`config.mk`:
```
export PLATFORM = sky130hd
export DESIGN_NAME = bulls_cows_engine_flat
export DESIGN_NICKNAME = d
export VERILOG_FILES = /design/src/rtl/bulls_cows_if.sv /design/src/rtl/bulls_cows_engine.sv /design/src/flat_wrapper.sv
export SDC_FILE = /design/constraint.sdc
export NUM_CORES = 1
export LEC_CHECK = 0
export ABC_AREA = 1
export BUFFER_PORTS_ARGS = -buffer_cell sky130_fd_sc_hd__buf_2
export CAP_MARGIN = 20
export CORE_MARGIN = 2
export CORE_UTILIZATION = 30
export DETAILED_ROUTE_END_ITERATION = 12
export GPL_TIMING_DRIVEN = 0
export PLACE_DENSITY = 0.48
export SLEW_MARGIN = 10
export SYNTH_ARGS = -nofsm -noshare
export SYNTH_HDL_FRONTEND = slang
export SYNTH_SLANG_ARGS = --single-unit
```
`constraint.sdc`:
```
create_clock -name clk_i -period 4.2 [get_ports clk_i]
set_clock_uncertainty 0.1 [all_clocks]
set_input_delay 0.42 -clock clk_i [delete_from_list [all_inputs] [get_ports clk_i]]
set_output_delay 0.42 -clock clk_i [all_outputs]
set_load 0.01 [all_outputs]
```
`src/rtl/bulls_cows_if.sv`:
```
// -----------------------------------------------------------------------------
// bulls_cows_if
//   Key/answer/score bundle between a game driver and bulls_cows_engine.
//
//   Parameters : NDIG (digits per guess), TW (tries counter width).
//                CW is derived from NDIG and must not be overridden.
//   Signals    : key_valid/key_code/new_game/answer  driver -> engine
//                guess/entry_cnt/strike/ball          engine -> driver
//                result_valid/key_err/busy/win/lose   engine -> driver
//                tries                                engine -> driver
//   Modports   : master = game driver side, slave = engine side.
// -----------------------------------------------------------------------------
interface bulls_cows_if #(
  parameter int NDIG = 4,
  parameter int TW   = 8
);
  localparam int CW = $clog2(NDIG + 1);

  logic              key_valid;
  logic [3:0]        key_code;
  logic              new_game;
  logic [4*NDIG-1:0] answer;

  logic [4*NDIG-1:0] guess;
  logic [CW-1:0]     entry_cnt;
  logic [CW-1:0]     strike;
  logic [CW-1:0]     ball;
  logic              result_valid;
  logic              key_err;
  logic              busy;
  logic              win;
  logic              lose;
  logic [TW-1:0]     tries;

  modport master (
    output key_valid, key_code, new_game, answer,
    input  guess, entry_cnt, strike, ball, result_valid, key_err,
    input  busy, win, lose, tries
  );

  modport slave (
    input  key_valid, key_code, new_game, answer,
    output guess, entry_cnt, strike, ball, result_valid, key_err,
    output busy, win, lose, tries
  );
endinterface

```
`src/rtl/bulls_cows_engine.sv`:
```
// -----------------------------------------------------------------------------
// bulls_cows_engine
//   Parametrised Bulls-and-Cows game core. Collects NDIG decimal digits from a
//   debounced key stream, scores the guess against a latched answer one digit
//   per cycle, counts attempts and declares win/lose.
//
//   Parameters : NDIG (2..8), MAX_TRIES (0 = unlimited), TW (tries width).
//   Ports      : clk_i   system clock
//                rst_ni  synchronous active-low reset
//                bus     bulls_cows_if.slave (keys, answer, score outputs)
//   All outputs are registered.
//
//   Optional feature macro: BULLS_COWS_DUP_REJECT_EN
//     defined   : a digit already present in the current entry is rejected
//                 with key_err, so accepted guesses have distinct digits.
//     undefined : duplicate digits are accepted and scored normally.
// -----------------------------------------------------------------------------
module bulls_cows_engine #(
  parameter int NDIG      = 4,
  parameter int MAX_TRIES = 10,
  parameter int TW        = 8
) (
  input  logic         clk_i,
  input  logic         rst_ni,
  bulls_cows_if.slave  bus
);

  localparam int CW = $clog2(NDIG + 1);

  localparam logic [CW-1:0] NDIG_C   = CW'(NDIG);
  localparam logic [CW-1:0] LAST_IDX = CW'(NDIG - 1);
  localparam logic [TW-1:0] MAX_T    = TW'(MAX_TRIES);

  localparam logic [3:0] KEY_CLEAR = 4'd10;
  localparam logic [3:0] KEY_ENTER = 4'd11;

  typedef enum logic [2:0] {
    S_ENTRY,
    S_SCORE,
    S_REPORT,
    S_WIN,
    S_LOSE
  } state_t;

  state_t            state_q;
  logic [4*NDIG-1:0] ans_q;
  logic [4*NDIG-1:0] guess_q;
  logic [CW-1:0]     entry_cnt_q;
  logic [CW-1:0]     strike_q;
  logic [CW-1:0]     ball_q;
  logic [CW-1:0]     idx_q;       // guess digit being scored
  logic [CW-1:0]     st_cnt_q;    // running strike count during SCORE
  logic [CW-1:0]     bl_cnt_q;    // running ball count during SCORE
  logic              result_valid_q;
  logic              key_err_q;
  logic              busy_q;
  logic              win_q;
  logic              lose_q;
  logic [TW-1:0]     tries_q;

  // ---------------------------------------------------------------------------
  // Scoring datapath: the current guess digit is compared against every
  // answer digit in parallel. A hit at the same position is a strike; a hit
  // anywhere else is a ball. Strike wins over ball, so each guess digit adds
  // at most one to strike+ball even when the answer has repeated digits.
  // ---------------------------------------------------------------------------
  logic [NDIG-1:0] cur_sel;   // one-hot position of idx_q
  logic [NDIG-1:0] ans_eq;    // answer digit k equals current guess digit
  logic [3:0]      g_dig;
  logic            strike_hit;
  logic            ball_hit;

  for (genvar gi = 0; gi < NDIG; gi++) begin : g_cmp
    // digit 0 lives in the most significant nibble
    assign cur_sel[gi] = (idx_q == CW'(gi));
    assign ans_eq[gi]  = (ans_q[4*(NDIG-1-gi) +: 4] == g_dig);
  end

  always_comb begin
    g_dig = '0;
    for (int k = 0; k < NDIG; k++) begin
      if (cur_sel[k]) begin
        g_dig = guess_q[4*(NDIG-1-k) +: 4];
      end
    end
  end

  assign strike_hit = |(ans_eq & cur_sel);
  assign ball_hit   = |(ans_eq & ~cur_sel);

  // ---------------------------------------------------------------------------
  // Entry-side helpers
  // ---------------------------------------------------------------------------
  logic is_digit;
  logic entry_full;
  logic dup_hit;

  assign is_digit   = (bus.key_code <= 4'd9);
  assign entry_full = (entry_cnt_q == NDIG_C);

`ifdef BULLS_COWS_DUP_REJECT_EN
  // Entered digits sit in the low entry_cnt nibbles because each new key is
  // shifted in at the bottom.
  always_comb begin
    dup_hit = 1'b0;
    for (int k = 0; k < NDIG; k++) begin
      if ((CW'(k) < entry_cnt_q) && (guess_q[4*k +: 4] == bus.key_code)) begin
        dup_hit = 1'b1;
      end
    end
  end
`else
  assign dup_hit = 1'b0;
`endif

  // Tries counter saturates instead of wrapping.
  logic [TW-1:0] tries_inc;
  assign tries_inc = (tries_q == {TW{1'b1}}) ? tries_q : tries_q + 1'b1;

  // ---------------------------------------------------------------------------
  // Game FSM with registered outputs
  // ---------------------------------------------------------------------------
  always_ff @(posedge clk_i) begin
    if (!rst_ni) begin
      state_q        <= S_ENTRY;
      ans_q          <= bus.answer;
      guess_q        <= '0;
      entry_cnt_q    <= '0;
      strike_q       <= '0;
      ball_q         <= '0;
      idx_q          <= '0;
      st_cnt_q       <= '0;
      bl_cnt_q       <= '0;
      result_valid_q <= 1'b0;
      key_err_q      <= 1'b0;
      busy_q         <= 1'b0;
      win_q          <= 1'b0;
      lose_q         <= 1'b0;
      tries_q        <= '0;
    end else begin
      // single-cycle pulses
      result_valid_q <= 1'b0;
      key_err_q      <= 1'b0;

      if (bus.new_game) begin
        // restart from any state; an in-flight score is simply dropped
        state_q     <= S_ENTRY;
        ans_q       <= bus.answer;
        guess_q     <= '0;
        entry_cnt_q <= '0;
        strike_q    <= '0;
        ball_q      <= '0;
        idx_q       <= '0;
        st_cnt_q    <= '0;
        bl_cnt_q    <= '0;
        busy_q      <= 1'b0;
        win_q       <= 1'b0;
        lose_q      <= 1'b0;
        tries_q     <= '0;
      end else begin
        case (state_q)
          S_ENTRY: begin
            if (bus.key_valid) begin
              if (is_digit) begin
                if (entry_full || dup_hit) begin
                  key_err_q <= 1'b1;
                end else begin
                  guess_q     <= {guess_q[4*NDIG-5:0], bus.key_code};
                  entry_cnt_q <= entry_cnt_q + 1'b1;
                end
              end else if (bus.key_code == KEY_CLEAR) begin
                guess_q     <= '0;
                entry_cnt_q <= '0;
              end else if (bus.key_code == KEY_ENTER) begin
                if (entry_full) begin
                  state_q  <= S_SCORE;
                  busy_q   <= 1'b1;
                  idx_q    <= '0;
                  st_cnt_q <= '0;
                  bl_cnt_q <= '0;
                end else begin
                  key_err_q <= 1'b1;
                end
              end
              // codes 12..15 fall through and are ignored
            end
          end

          S_SCORE: begin
            if (strike_hit) begin
              st_cnt_q <= st_cnt_q + 1'b1;
            end else if (ball_hit) begin
              bl_cnt_q <= bl_cnt_q + 1'b1;
            end
            idx_q <= idx_q + 1'b1;
            if (idx_q == LAST_IDX) begin
              state_q <= S_REPORT;
            end
          end

          S_REPORT: begin
            strike_q       <= st_cnt_q;
            ball_q         <= bl_cnt_q;
            result_valid_q <= 1'b1;
            tries_q        <= tries_inc;
            guess_q        <= '0;
            entry_cnt_q    <= '0;
            busy_q         <= 1'b0;
            // a full match wins even on the final permitted attempt
            if (st_cnt_q == NDIG_C) begin
              state_q <= S_WIN;
              win_q   <= 1'b1;
            end else if ((MAX_TRIES != 0) && (tries_inc == MAX_T)) begin
              state_q <= S_LOSE;
              lose_q  <= 1'b1;
            end else begin
              state_q <= S_ENTRY;
            end
          end

          S_WIN, S_LOSE: begin
            // hold score and tries until new_game or reset
          end

          default: begin
            state_q <= S_ENTRY;
          end
        endcase
      end
    end
  end

  assign bus.guess        = guess_q;
  assign bus.entry_cnt    = entry_cnt_q;
  assign bus.strike       = strike_q;
  assign bus.ball         = ball_q;
  assign bus.result_valid = result_valid_q;
  assign bus.key_err      = key_err_q;
  assign bus.busy         = busy_q;
  assign bus.win          = win_q;
  assign bus.lose         = lose_q;
  assign bus.tries        = tries_q;

endmodule

```
`src/flat_wrapper.sv`:
```
// flat-port wrapper written by rule: the top's interface ports become plain ports
module bulls_cows_engine_flat 
#(
  parameter int NDIG      = 4,
  parameter int MAX_TRIES = 10,
  parameter int TW        = 8
)
  (clk_i, rst_ni, bus_key_valid, bus_key_code, bus_new_game, bus_answer, bus_guess, bus_entry_cnt, bus_strike, bus_ball, bus_result_valid, bus_key_err, bus_busy, bus_win, bus_lose, bus_tries);
  bulls_cows_if #(.NDIG(NDIG), .TW(TW)) bus_i ();
  input  logic clk_i;
  input  logic rst_ni;
  input wire logic [$bits(bus_i.key_valid)-1:0] bus_key_valid;
  input wire logic [$bits(bus_i.key_code)-1:0] bus_key_code;
  input wire logic [$bits(bus_i.new_game)-1:0] bus_new_game;
  input wire logic [$bits(bus_i.answer)-1:0] bus_answer;
  output wire logic [$bits(bus_i.guess)-1:0] bus_guess;
  output wire logic [$bits(bus_i.entry_cnt)-1:0] bus_entry_cnt;
  output wire logic [$bits(bus_i.strike)-1:0] bus_strike;
  output wire logic [$bits(bus_i.ball)-1:0] bus_ball;
  output wire logic [$bits(bus_i.result_valid)-1:0] bus_result_valid;
  output wire logic [$bits(bus_i.key_err)-1:0] bus_key_err;
  output wire logic [$bits(bus_i.busy)-1:0] bus_busy;
  output wire logic [$bits(bus_i.win)-1:0] bus_win;
  output wire logic [$bits(bus_i.lose)-1:0] bus_lose;
  output wire logic [$bits(bus_i.tries)-1:0] bus_tries;
  assign bus_i.key_valid = bus_key_valid;
  assign bus_i.key_code = bus_key_code;
  assign bus_i.new_game = bus_new_game;
  assign bus_i.answer = bus_answer;
  assign bus_guess = bus_i.guess;
  assign bus_entry_cnt = bus_i.entry_cnt;
  assign bus_strike = bus_i.strike;
  assign bus_ball = bus_i.ball;
  assign bus_result_valid = bus_i.result_valid;
  assign bus_key_err = bus_i.key_err;
  assign bus_busy = bus_i.busy;
  assign bus_win = bus_i.win;
  assign bus_lose = bus_i.lose;
  assign bus_tries = bus_i.tries;
  bulls_cows_engine #(.NDIG(NDIG), .MAX_TRIES(MAX_TRIES), .TW(TW)) u_core (.clk_i(clk_i), .rst_ni(rst_ni), .bus(bus_i));
endmodule
```
Word level (Yosys, flattened, before mapping)
Cells that the tools add are included.
{"block": "totals", "register_bits": 66, "output_inout_bits": 38, "wordCells": 124}
{"block": "classes", "eq_ne": 29, "n_lt_le_gt_ge": 1, "n_mux": 49, "n_addsub": 5, "bitwise_logic": 8, "reduce_logical": 17}
{"operator": "2-to-1 mux 16 bit", "count": 6}
{"operator": "2-to-1 mux 3 bit", "count": 20}
{"operator": "one-hot mux 16 bit (2 select lines)", "count": 1}
{"operator": "one-hot mux 3 bit (2 select lines)", "count": 4}
{"operator": "== test 4 bit", "count": 4}
{"operator": "2-to-1 mux 4 bit", "count": 4}
{"operator": "AND reduction 7 bit", "count": 2}
{"operator": "adder 3 x 1 -> 3 bit, second input constant", "count": 4}
{"operator": "== test 3 x 2 -> 1 bit, second input constant", "count": 4}
{"operator": "!= test 2 x 1 -> 1 bit, second input constant", "count": 6}
{"operator": "one-hot mux 3 bit (4 select lines)", "count": 1}
{"operator": "AND reduction 6 bit", "count": 2}
{"operator": "OR reduction 4 bit", "count": 3}
{"operator": "2-to-1 mux 1 bit", "count": 11}
{"operator": "== test 3 bit, second input constant", "count": 3}
{"operator": "adder 8 x 1 -> 8 bit, second input constant", "count": 1}
{"operator": "bitwise AND 4 bit", "count": 2}
{"operator": "== test 4 bit, second input constant", "count": 2}
{"operator": "== test 8 x 4 -> 1 bit, second input constant", "count": 1}
{"operator": "== test 8 bit, second input constant", "count": 1}
{"operator": "2-to-1 mux 8 bit", "count": 1}
{"operator": "!= test 2 bit, second input constant", "count": 4}
{"operator": "AND reduction 8 bit", "count": 1}
{"operator": "== test 3 x 1 -> 1 bit, second input constant", "count": 2}
{"operator": "other kinds (12)", "count": 19}

Longest topological paths before layout
Gate-level depths: netlist of the first run.
{"block": "depth", "depth_word": 11, "depth_mapped": 20}

Worst setup path before layout of the first run
No wires, ideal clock.
{"block": "synth_timing", "path_kind": "flip-flop to flip-flop", "start": "register u_core.idx_q[0]", "end": "register u_core.st_cnt_q[2]", "path_stages_with_launch": 19, "setup_slack_ps": 2137, "arrival_time_ps": 1849, "period_less_slack_ps": 2063, "required_ps": 3987, "cell_sequence": "dfxtp_1 -> ha_1 -> ha_1 -> inv_1 -> o21ai_1 -> inv_1 -> nand2_4 -> nand2_4 -> nand2_1 -> nand2_1 -> nor2_2 -> nand3_1 -> nand2_2 -> nor2_2 -> nand2_2 -> nand2_4 -> inv_2 -> nor2_1 -> nor2_1"}
{"block": "synth_via", "elab_chain_len": 10}
{"element": "start: declaration", "line_no": "bulls_cows_engine.sv:51", "source": "logic [CW-1:0] idx_q;"}
{"element": "start signal: assignment", "line_no": "bulls_cows_engine.sv:195", "source": "idx_q <= idx_q + 1'b1;"}
{"element": "logical NOT 3 bit", "line_no": "bulls_cows_engine.sv:75", "source": "assign cur_sel[gi] = (idx_q == CW'(gi));"}
{"element": "2-to-1 mux 4 bit (4 in series)", "line_no": "bulls_cows_engine.sv:82", "source": "if (cur_sel[k]) begin"}
{"element": "== test 4 bit", "line_no": "bulls_cows_engine.sv:76", "source": "assign ans_eq[gi] = (ans_q[4*(NDIG-1-gi) +: 4] == g_dig);"}
{"element": "bitwise AND 4 bit (*)", "line_no": "bulls_cows_engine.sv:88", "source": "assign strike_hit = |(ans_eq & cur_sel);"}
{"element": "OR reduction 4 bit (*)", "line_no": "bulls_cows_engine.sv:88"}
{"element": "!= test 2 x 1 -> 1 bit (no source line) (*)"}
{"element": "AND reduction 7 bit (no source line) (*)"}
{"element": "end signal: assignment", "line_no": "bulls_cows_engine.sv:191", "source": "st_cnt_q <= st_cnt_q + 1'b1;"}
{"element": "end: declaration", "line_no": "bulls_cows_engine.sv:52", "source": "logic [CW-1:0] st_cnt_q;"}
Mark *: on every way between the ends. The rest lies on a longest branch, timed or not.
A chain may end at the register's enable or synchronous reset.

Worst setup path after layout of the first run
{"block": "layout_timing", "start": "register u_core.idx_q[0]", "end": "register u_core.bl_cnt_q[2]"}
{"block": "layout_via", "elab_chain_len": 10}
{"element": "logical NOT 3 bit", "line_no": "bulls_cows_engine.sv:75"}
{"element": "2-to-1 mux 4 bit (4 in series)", "line_no": "bulls_cows_engine.sv:82"}
{"element": "== test 4 bit", "line_no": "bulls_cows_engine.sv:76"}
{"element": "bitwise AND 4 bit, on equally long branches", "line_no": "bulls_cows_engine.sv:88, bulls_cows_engine.sv:89"}
{"element": "OR reduction 4 bit, on equally long branches", "line_no": "bulls_cows_engine.sv:88, bulls_cows_engine.sv:89"}
{"element": "!= test 2 bit (no source line) or != test 2 x 1 -> 1 bit (tied branches)"}
{"element": "AND reduction 8 bit (no source line) (*)"}
{"element": "end signal: assignment", "line_no": "bulls_cows_engine.sv:193", "source": "bl_cnt_q <= bl_cnt_q + 1'b1;"}
{"element": "end: declaration", "line_no": "bulls_cows_engine.sv:53", "source": "logic [CW-1:0] bl_cnt_q;"}
Marked as above.

==> results.py, run 1 <==
metrics = {
    "clock_tree": {
        "cts_tree": "done",
        "cts_max_path_buffers": 2,
        "cts_buffers": 9,
        "cts.sinks": 66,
        "cts_resized": 0,
        "cts-root-buf": "clkbuf_16",
        "clkTransAtPathRegs_ns": 0.06,
        "holdBufCountCts": 0,
        "insertion_delay_ns": 0.33,
        "htreeDepth": 3,
        "post_cts_buffers": 0,
    },
    "outcome": {
        "run_status": "finished, final reports clean",
    },
    "logic_synthesis": {
        "ys_seq_area_share_pct": 42.2,
        "yosysMostFrequentCell": "nand2_1",
        "synthTopCellsByCount": "nand2_1 (95), inv_1 (67), nand3_1 (56), dfxtp_1 (50), nor2_1 (34)",
        "synth_warnings": 0,
        "yosysUniqueCellTypes": 35,
        "synth_nets": 505,
        "netlist.area_leader.share_pct": 28.5,
        "synth_edf_count": 16,
        "postSynthCellCount": 469,
        "syn_avg_cell_area_um2": 7.49,
        "synth.largest_area_cell": "dfxtp_1",
        "synth_area_leaders": "dfxtp_1 (28%), edfxtp_1 (14%), nand2_1 (10%)",
        "synthFlopType": "dfxtp_1",
        "async_reset_ff_share_pct": 0,
        "ys_ff_latch": 66,
        "syn_area_um2": 3510,
    },
    "sta": {
        "maxSlewHeadroom_pct": 55.2,
        "period_minus_slack_ns": 2.47,
        "slew_viol_final": 0,
        "rsz0062_at_grt": "false",
        "finalSetupTns_ns": 0,
        "fmax_ghz": 0.406,
        "worst_pin_slew_ns": 0.673,
        "setup-violations-final": 0,
        "finalHoldViolations": 0,
        "finalCritPeriodShare_pct": 58.7,
    },
    "setup_path": {
        "reg2reg_slack_ns": 1.73,
        "cpMostUsedCell": "nand2_1",
        "path_max_fanout": 7,
        "cp_data_required_time_ns": 4.33,
        "crit_type": "flip-flop to flip-flop",
        "rr_worst_depth": 19,
        "start_kind": "flip-flop",
        "cp_slowest_cell": "dfxtp_1",
        "slowest_delay_ns": 0.38,
        "cp_cell_sequence": "ha_1, ha_1, inv_1, o21ai_1, inv_1, nand2_4, nand2_4, nand2_1, nand2_1, nor2_2, nand3_1, nand2_1, inv_1, nand2_1, nand2_1, nand2_2, nand3_1, nand2_1, nor2_2",
        "cp.arrival_ns": 2.59,
        "r2r-start": "u_core.idx_q[0]$_SDFFE_PP0P_",
        "r2r-end": "u_core.bl_cnt_q[2]$_SDFFE_PP0P_",
        "cp-end-kind": "flip-flop",
    },
    "min_path": {
        "whs_path_depth": 1,
        "hold_path.class": "input pin to flip-flop",
        "hp-start": "bus_answer[10]",
        "holdPathEnd": "u_core.ans_q[10]$_DFFE_PP_",
    },
    "route": {
        "postRouteAntennaNets": 0,
        "routedWlPerCell_um": 12.5,
        "drc_errors": 0,
        "dr.pass1.iters": 4,
        "drt-initial-drc-count": 221,
        "vias": 3195,
        "avgViaCountPerCell": 4.64,
        "routed_wl_um": 8610,
    },
    "floorplanning": {
        "io_pins": 62,
        "die_y_um": 112,
        "num_rows": 39,
        "coreArea_um2": 11400,
        "start_util_pct": 30.8,
        "die-area_um2": 12600,
        "die_x_um": 112,
    },
    "flow_run": {
        "max-cap-violations": 0,
    },
    "grt": {
        "grt_pass1_wl_um": 14500,
        "grt_max_degree": 26,
        "grt_usage_pct": 14.3,
        "antenna_found_initial": 0,
        "overflow": 0,
        "grt_pass1_vias": 3025,
    },
    "power_and_ir_drop": {
        "p_leak_nw": 1.91,
        "ir_worst_vdd_v": 0.000230,
        "powerDensity_nw_per_um2": 354,
    },
    "placement": {
        "hpwl_um": 6550,
        "gp_congestion": 0.785,
        "io_buffers": 61,
    },
    "finish": {
        "syn_to_final_growth_pct": 22.5,
        "drive_above_1_share_pct": 22.3,
        "nets": 577,
        "diodes": 0,
        "post-route-util_pct": 37.7,
    },
}
==> worst max path at each step <==
stage | startpoint | endpoint | slack [ns] | cells past startpoint
3_3_place_gp | u_core.idx_q[0]$_SDFFE_PP0P_ | u_core.bl_cnt_q[2]$_SDFFE_PP0P_ | 1.75 | 19
3_5_place_dp | u_core.idx_q[0]$_SDFFE_PP0P_ | u_core.bl_cnt_q[2]$_SDFFE_PP0P_ | 1.71 | 19
4_1_cts | u_core.idx_q[0]$_SDFFE_PP0P_ | u_core.bl_cnt_q[2]$_SDFFE_PP0P_ | 1.69 | 19
5_1_grt | u_core.idx_q[0]$_SDFFE_PP0P_ | u_core.bl_cnt_q[2]$_SDFFE_PP0P_ | 1.34 | 19
6_report | u_core.idx_q[0]$_SDFFE_PP0P_ | u_core.bl_cnt_q[2]$_SDFFE_PP0P_ | 1.73 | 19
2_1_floorplan | u_core.idx_q[0]$_SDFFE_PP0P_ | u_core.st_cnt_q[2]$_SDFFE_PP0P_ | 2.14 | 18
==> flip-flops by register name, summed over array words and instances (netlist names), 3 cells and up, named ones only <==
signal and count:
u_core.state_q 3, u_core.st_cnt_q 3, u_core.bl_cnt_q 3, u_core.bus.tries 7, u_core.bus.guess 16, u_core.bus.entry_cnt 3, u_core.bus.strike 3, u_core.idx_q 3
u_core.ans_q 16, u_core.bus.ball 3
==> per-stage QoR <==
step / hold WS (ns) / total power (W) / worst slack, ns / std cells / cell area (um2)
3_5_place_dp: 0.348 / 0.000787 / 1.71 / 673 / 4000
5_1_grt: 0.148 / 0.00159 / 1.34 / 689 / 4300
6_report: 0.158 / 0.00152 / 1.73 / 689 / 4300
4_1_cts: 0.144 / 0.00155 / 1.69 / 689 / 4300
2_1_floorplan: 0.369 / 0.000752 / 2.14 / 469 / 3510
3_3_place_gp: 0.340 / 0.000786 / 1.75 / 673 / 4000
==> layer usage <==
metal	routed length [um]	track usage (%)	share of wire, %	vias up
li1	-	-	-	1662
met1	4160	18.6	48	1483
met5	0	0	0	-
met3	387	4.43	4.5	5
met4	73	4.63	0.85	0
met2	4000	22.8	46	45
==> report_power, final <==
group          internal, W  switching, W  total [W]
clock network     0.000483      0.000267   0.000751
logic            0.0000330     0.0000594  0.0000925
registers         0.000670     0.0000106   0.000680
total              0.00119      0.000337    0.00152
==> layout by cell type (no fill, tap or decap), drive strengths merged, types with 5 or more instances in the layout <==
cell and instances:
nand3 58, nand2 117, a21oi 29, edfxtp 16, nor2 47, nor3 5, dfxtp 50, clkbuf 21
buf 64, ha 12, inv 71, o21ai 30
==> kinds of logic (layout without fill, tap and decap cells) <==
group / after synthesis / after routing / synth area share (%)
adders and majority gates: 12 / 12 / 4.27
buffers and inverters: 83 / 160 / 9.05
AOI/OAI and AO/OA: 71 / 71 / 10.8
xor gates and xnor gates: 3 / 3 / 0.748
and+or+nand+nor: 234 / 234 / 32.9
DFF: 66 / 66 / 42.2
==> cell type report <==
cell class              count  area [um2]
clock buffers              15         299
fillers                  1228        7120
flip-flops and latches     66        1480
well taps                 143         179
multi-input cells         320        1710
clock inverters             1        5.00
repair buffers             61         305
plain buffers               9        38.8
inverters                  74         280
==> critical path, delay by kind of cell, from the launching register on <==
kind                     cells  cell delay, ns
AND/OR/NAND/NOR             13            0.98
adder cells (fa/ha/maj)      2            0.49
AO/OA/AOI/OAI                1            0.11
flip-flops                   1            0.38
buffers and inverters        3            0.29
(Power assumes the default switching activity.)
==> inputs of run 2 (changes only) <==
--- a/config.mk
+++ b/config.mk
@@ -12,7 +12,7 @@
 export CORE_UTILIZATION = 30
 export DETAILED_ROUTE_END_ITERATION = 12
 export GPL_TIMING_DRIVEN = 0
-export PLACE_DENSITY = 0.48
+export PLACE_DENSITY = 0.5
 export SLEW_MARGIN = 10
 export SYNTH_ARGS = -nofsm -noshare
 export SYNTH_HDL_FRONTEND = slang
==> constraint.sdc (replaced) <==
create_clock -name clk_i -period 2.02 [get_ports clk_i]
set_clock_uncertainty 0.1 [all_clocks]
set_input_delay 0.202 -clock clk_i [delete_from_list [all_inputs] [get_ports clk_i]]
set_output_delay 0.202 -clock clk_i [all_outputs]
set_load 0.01 [all_outputs]
==> results.py, run 2 (synthesis gave the netlist of run 1 again) <==
metrics = {
    "outcome": {
        "run_status": "finished, violations left",
        "violations": "setup timing",
    },
    "route": {
        "drc_errors": 0,
        "postRouteAntennaNets": 0,
        "routedWlPerCell_um": 12.5,
        "vias": 3361,
        "routed_wl_um": 9050,
        "avgViaCountPerCell": 4.64,
        "drt-initial-drc-count": 143,
        "dr.pass1.iters": 4,
    },
    "power_and_ir_drop": {
        "pwr-share-seq_pct": 43.2,
        "ir_worst_vdd_v": 0.000426,
        "powerDensity_nw_per_um2": 655,
        "swShare_pct": 24.7,
        "power.internal_w": 0.00246,
        "combPwrFrac_pct": 8.0,
        "p_leak_nw": 2.16,
        "pwr-share-clk_pct": 48.9,
        "total_switching_power_w": 0.000808,
    },
    "setup_path": {
        "cp.arrival_ns": 2.30,
        "path_max_fanout": 6,
        "crit_family": "simple AND/OR/NAND/NOR gates",
        "cp-end-kind": "flip-flop",
        "cp_cell_sequence": "buf_6, ha_4, nand3_2, nand2_2, inv_2, nand2_2, nand2_4, nand2_4, nand2_2, nand2_2, nor2_4, nand3_2, nand2_4, nor2_4, nand2_2, nand2_4, inv_4, nor2_2, nor2_1",
        "start_kind": "flip-flop",
        "critPathBufInv": 3,
        "cpMostUsedCell": "nand2_2",
        "cp_data_required_time_ns": 2.16,
        "slowest_delay_ns": 0.39,
        "cp_slowest_cell": "dfxtp_4",
        "crit_type": "flip-flop to flip-flop",
    },
    "finish": {
        "stdcell_count": 724,
        "final_common_cell": "nand2_1",
        "post-route-util_pct": 43.7,
        "most-common-layout-cells": "nand2_1 (66), buf_2 (64), inv_1 (61)",
        "stdcell_area_um2": 4990,
        "nets": 612,
        "fillers": 1169,
        "syn_to_final_growth_pct": 42.0,
        "diodes": 0,
        "drive_above_1_share_pct": 38.4,
    },
    "placement": {
        "dp_cells": 673,
        "io_buffers": 61,
        "gp_congestion": 0.842,
        "hpwl_um": 6520,
        "dpl-instance-area_um2": 4000,
    },
    "sta": {
        "hold_ws_ns": 0.0479,
        "rsz0062_at_grt": "true",
        "finalCritPeriodShare_pct": 107,
        "maxSlewHeadroom_pct": 57.4,
        "setup-violations-final": 6,
        "fmax_ghz": 0.464,
        "worst_pin_slew_ns": 0.640,
        "finalHoldViolations": 0,
        "period_minus_slack_ns": 2.15,
        "layout_setup_ws_ns": -0.135,
        "slew_viol_final": 0,
    },
    "floorplanning": {
        "coreArea_um2": 11400,
        "die_x_um": 112,
        "io_pins": 62,
        "die-area_um2": 12600,
        "die_y_um": 112,
        "num_rows": 39,
        "start_util_pct": 30.8,
    },
    "grt": {
        "grt_max_degree": 26,
        "overflow": 0,
        "grt_pass1_wl_um": 15100,
        "grt_pass1_vias": 3138,
        "antenna_found_initial": 0,
        "grt_usage_pct": 14.9,
    },
    "clock_tree": {
        "cts_buffers": 9,
        "htreeDepth": 3,
        "cts_tree": "done",
        "clkTransAtPathRegs_ns": 0.06,
        "insertion_delay_ns": 0.34,
        "cts-root-buf": "clkbuf_16",
        "cts.sinks": 66,
        "cts_max_path_buffers": 2,
    },
    "flow_run": {
        "max-cap-violations": 0,
    },
    "min_path": {
        "hold_path.class": "input pin to flip-flop",
    },
}
[run 2: cell types whose count changed in the layout (fill, tap and decap cells not counted), moves of 8 or more]
cell	before	now
buf_4	0	15
dlygate4sd3_1	0	16
nand2_1	95	66
nand2_2	12	38
nand3_1	56	41
nand3_2	2	17
nor2_4	3	11
[run 2: worst paths after layout]
path	slack [ns]	from	end	depth (start not counted)
hold reg to reg	0.34	u_core.bus.lose$_SDFFE_PP0P_	u_core.bus.lose$_SDFFE_PP0P_	2
setup reg to reg	-0.13	u_core.idx_q[0]$_SDFFE_PP0P_	u_core.st_cnt_q[0]$_SDFFE_PP0P_	19
hold / removal	0.05	bus_key_code[2]	u_core.bus.guess[2]$_SDFFE_PP0P_	3
setup / recovery	-0.13	u_core.idx_q[0]$_SDFFE_PP0P_	u_core.st_cnt_q[0]$_SDFFE_PP0P_	19
[run 2: what timing repair did]
| item | 4_1_cts | 5_1_grt |
|---|---|---|
| pin swaps | 16 | 46 |
| gates cloned | 1 | 0 |
| endpoints found under the setup margin | 8 | 19 |
| buffers inserted | 6 | 12 |
| hold buffers | 16 | 0 |
| resized for setup | 39 | 69 |
| endpoints found under the hold margin | 16 | 0 |
[run 2: stage by stage]
stage / total power, W / worst slack, ns / TNS [ns]
2_1_floorplan: 0.00156 / 0.0291 / 0
3_3_place_gp: 0.00163 / -0.264 / -3.16
3_5_place_dp: 0.00164 / -0.287 / -1.63
4_1_cts: 0.00328 / -0.103 / -0.577
5_1_grt: 0.00340 / -0.262 / -1.55
6_report: 0.00327 / -0.135 / -0.664
[run 2: power by group through the flow]
stage                     clock network [W]  registers, W  logic (W)
after detailed placement                  0       0.00144   0.000195
final                               0.00160       0.00141   0.000260
after global routing                0.00169       0.00141   0.000288
after CTS                           0.00164       0.00141   0.000228
after floorplan                           0       0.00144   0.000128
after global placement                    0       0.00144   0.000191
[run 2: cell type report]
class	count	area, um2	area share (%)
plain buffers	9	41.3	0.828
flip-flops and latches	66	1500	30.0
inverters	74	294	5.90
multi-input cells	321	2050	41.2
well taps	143	179	3.59
repair buffers	95	621	12.4
clock buffers	9	225	4.52
clock inverters	7	78.8	1.58
[run 2: layer usage]
layer	GRT usage, %	part of all wire (%)	up-vias
li1	-	-	1738
met1	19.7	47	1534
met2	23.1	46	74
met3	3.29	4.4	15
met4	7.15	2.4	0
met5	0	0	-
[run 2: worst register-to-register path: cells and delay by family (launching register included)]
| family | cells | cell delay (ns) |
|---|---|---|
| buf+inv | 3 | 0.19 |
| fa+ha+maj | 1 | 0.19 |
| flops | 1 | 0.39 |
| simple gates | 15 | 1.17 |
==> inputs of run 3 (changes only) <==
--- a/config.mk
+++ b/config.mk
@@ -13,6 +13,7 @@
 export DETAILED_ROUTE_END_ITERATION = 12
 export GPL_TIMING_DRIVEN = 0
 export PLACE_DENSITY = 0.5
+export REMOVE_ABC_BUFFERS = 1
 export SLEW_MARGIN = 10
 export SYNTH_ARGS = -nofsm -noshare
 export SYNTH_HDL_FRONTEND = slang
==> results.py, run 3 (synthesis gave the netlist of run 1 again) <==
metrics = {
    "outcome": {
        "run_status": "finished, violations left",
        "violations": "setup timing",
    },
    "power_and_ir_drop": {
        "p_leak_nw": 2.13,
        "pwr-share-clk_pct": 49.9,
        "pwr-share-seq_pct": 42.3,
        "combPwrFrac_pct": 7.8,
        "power.internal_w": 0.00253,
        "total_switching_power_w": 0.000805,
        "swShare_pct": 24.1,
        "ir_worst_vdd_v": 0.000295,
        "powerDensity_nw_per_um2": 675,
    },
    "sta": {
        "period_minus_slack_ns": 2.17,
        "finalSetupTns_ns": -0.899,
        "maxSlewHeadroom_pct": 49.8,
        "fmax_ghz": 0.460,
        "worst_pin_slew_ns": 0.752,
        "slew_viol_final": 0,
        "finalHoldViolations": 0,
        "rsz0062_at_grt": "true",
        "setup-violations-final": 6,
        "hold_ws_ns": 0.0565,
        "finalCritPeriodShare_pct": 108,
        "layout_setup_ws_ns": -0.154,
    },
    "clock_tree": {
        "cts_max_path_buffers": 2,
        "htreeDepth": 3,
        "insertion_delay_ns": 0.33,
        "clkTransAtPathRegs_ns": 0.06,
        "cts.sinks": 66,
        "cts_tree": "done",
        "cts-root-buf": "clkbuf_16",
        "cts_buffers": 9,
    },
    "placement": {
        "io_buffers": 61,
        "hpwl_um": 6220,
        "dp_cells": 664,
        "gp_congestion": 0.825,
        "dp_slack_ns": -0.865,
    },
    "finish": {
        "syn_to_final_growth_pct": 40.6,
        "drive_above_1_share_pct": 37.1,
        "fillers": 1177,
        "nets": 599,
        "diodes": 0,
        "stdcell_count": 711,
        "final_common_cell": "nand2_1",
        "most-common-layout-cells": "nand2_1 (64), inv_1 (62), buf_2 (61)",
    },
    "route": {
        "drt-initial-drc-count": 133,
        "drc_errors": 0,
        "avgViaCountPerCell": 4.63,
        "routed_wl_um": 9160,
        "vias": 3295,
        "postRouteAntennaNets": 0,
        "routedWlPerCell_um": 12.9,
        "dr.pass1.iters": 4,
    },
    "floorplanning": {
        "die-area_um2": 12600,
        "coreArea_um2": 11400,
        "start_util_pct": 30.8,
        "io_pins": 62,
        "die_x_um": 112,
        "num_rows": 39,
        "die_y_um": 112,
    },
    "setup_path": {
        "cp_cell_sequence": "buf_6, ha_4, nor2_4, nand2_2, nand2_2, nand2_4, nand3_1, nand2_2, nor2_4, nand3_2, nand2_1, inv_1, nand2_1, nand2_2, nand2_4, nand3_1, nand2_1, nor2_2",
        "start_kind": "flip-flop",
        "path_max_fanout": 6,
        "cp_data_required_time_ns": 2.16,
        "cpMostUsedCell": "nand2_2",
        "slowest_delay_ns": 0.37,
        "cp-end-kind": "flip-flop",
        "crit_type": "flip-flop to flip-flop",
        "cp_slowest_cell": "dfxtp_4",
        "cp.arrival_ns": 2.31,
    },
    "grt": {
        "antenna_found_initial": 0,
        "overflow": 0,
        "grt_max_degree": 38,
        "grt_pass1_wl_um": 15100,
        "grt_usage_pct": 14.7,
        "grt_pass1_vias": 3148,
    },
    "flow_run": {
        "max-cap-violations": 0,
    },
    "min_path": {
        "hold_path.class": "input pin to flip-flop",
    },
}
run 3: cell types whose count changed in the layout (fill, tap and decap cells not counted), moves of 2 or more:
cell,delta
clkinv_4,-3
clkinvlp_4,+2
clkbuf_1,-3
nor2_1,-2
nand2_1,-2
o21ai_1,+2
dfxtp_4,+2
buf_4,-2
buf_2,-3
clkbuf_2,-3
o21ai_0,+2
o21ai_2,-4
dfxtp_2,-2
run 3: metal layers:
| layer | GRT usage, % | wire length, um | up-vias |
|---|---|---|---|
| li1 | - | - | 1715 |
| met1 | 19.5 | 4420 | 1499 |
| met2 | 24.0 | 4260 | 73 |
| met3 | 3.35 | 422 | 8 |
| met4 | 4.15 | 64 | 0 |
| met5 | 0 | 0 | - |
run 3: worst paths after layout:
path	start	to	slack, ns	cells after the start
max	u_core.idx_q[0]$_SDFFE_PP0P_	u_core.bl_cnt_q[2]$_SDFFE_PP0P_	-0.15	18
min	bus_key_code[2]	u_core.bus.guess[2]$_SDFFE_PP0P_	0.06	3
max reg2reg	u_core.idx_q[0]$_SDFFE_PP0P_	u_core.bl_cnt_q[2]$_SDFFE_PP0P_	-0.15	18
min reg2reg	u_core.bus.lose$_SDFFE_PP0P_	u_core.bus.lose$_SDFFE_PP0P_	0.35	2
run 3: timing repair:
item | in CTS | in global routing
endpoints found under the setup margin | 37 | 31
cloned | 0 | 1
resized for setup | 50 | 57
hold buffers | 16 | 0
pin swaps | 13 | 30
endpoints found under the hold margin | 16 | 0
buffers inserted | 7 | 7
run 3: critical path: cells and delay by family (launching register included):
family	cells	cell delay [ns]
fa+ha+maj	1	0.18
flops	1	0.37
simple gates	15	1.26
buf+inv	2	0.15
run 3: power groups by stage:
stage               clock network (W)  logic [W]  registers (W)
global route                  0.00177   0.000288        0.00141
finish                        0.00167   0.000260        0.00141
floorplan                           0   0.000122        0.00144
global placement                    0   0.000184        0.00144
CTS                           0.00170   0.000222        0.00141
detailed placement                  0   0.000187        0.00144
run 3: metrics by stage:
| stage | total power (W) | util, % | cell area [um2] |
|---|---|---|---|
| 6_report | 0.00334 | 43.3 | 4940 |
| 5_1_grt | 0.00347 | 43.3 | 4940 |
| 4_1_cts | 0.00334 | 41.0 | 4680 |
| 3_5_place_dp | 0.00163 | 34.7 | 3960 |
| 3_3_place_gp | 0.00163 | 34.7 | 3960 |
| 2_1_floorplan | 0.00156 | - | 3480 |
run 3: cell type report:
| type | count | area [um2] | area share [%] |
|---|---|---|---|
| clock buffer | 10 | 250 | 5.06 |
| clock inverter | 6 | 70.1 | 1.42 |
| multi-input combinational | 321 | 2070 | 41.9 |
| sequential | 66 | 1500 | 30.4 |
| tap | 143 | 179 | 3.62 |
| timing repair buffer | 91 | 574 | 11.6 |
| inverter | 74 | 295 | 5.98 |
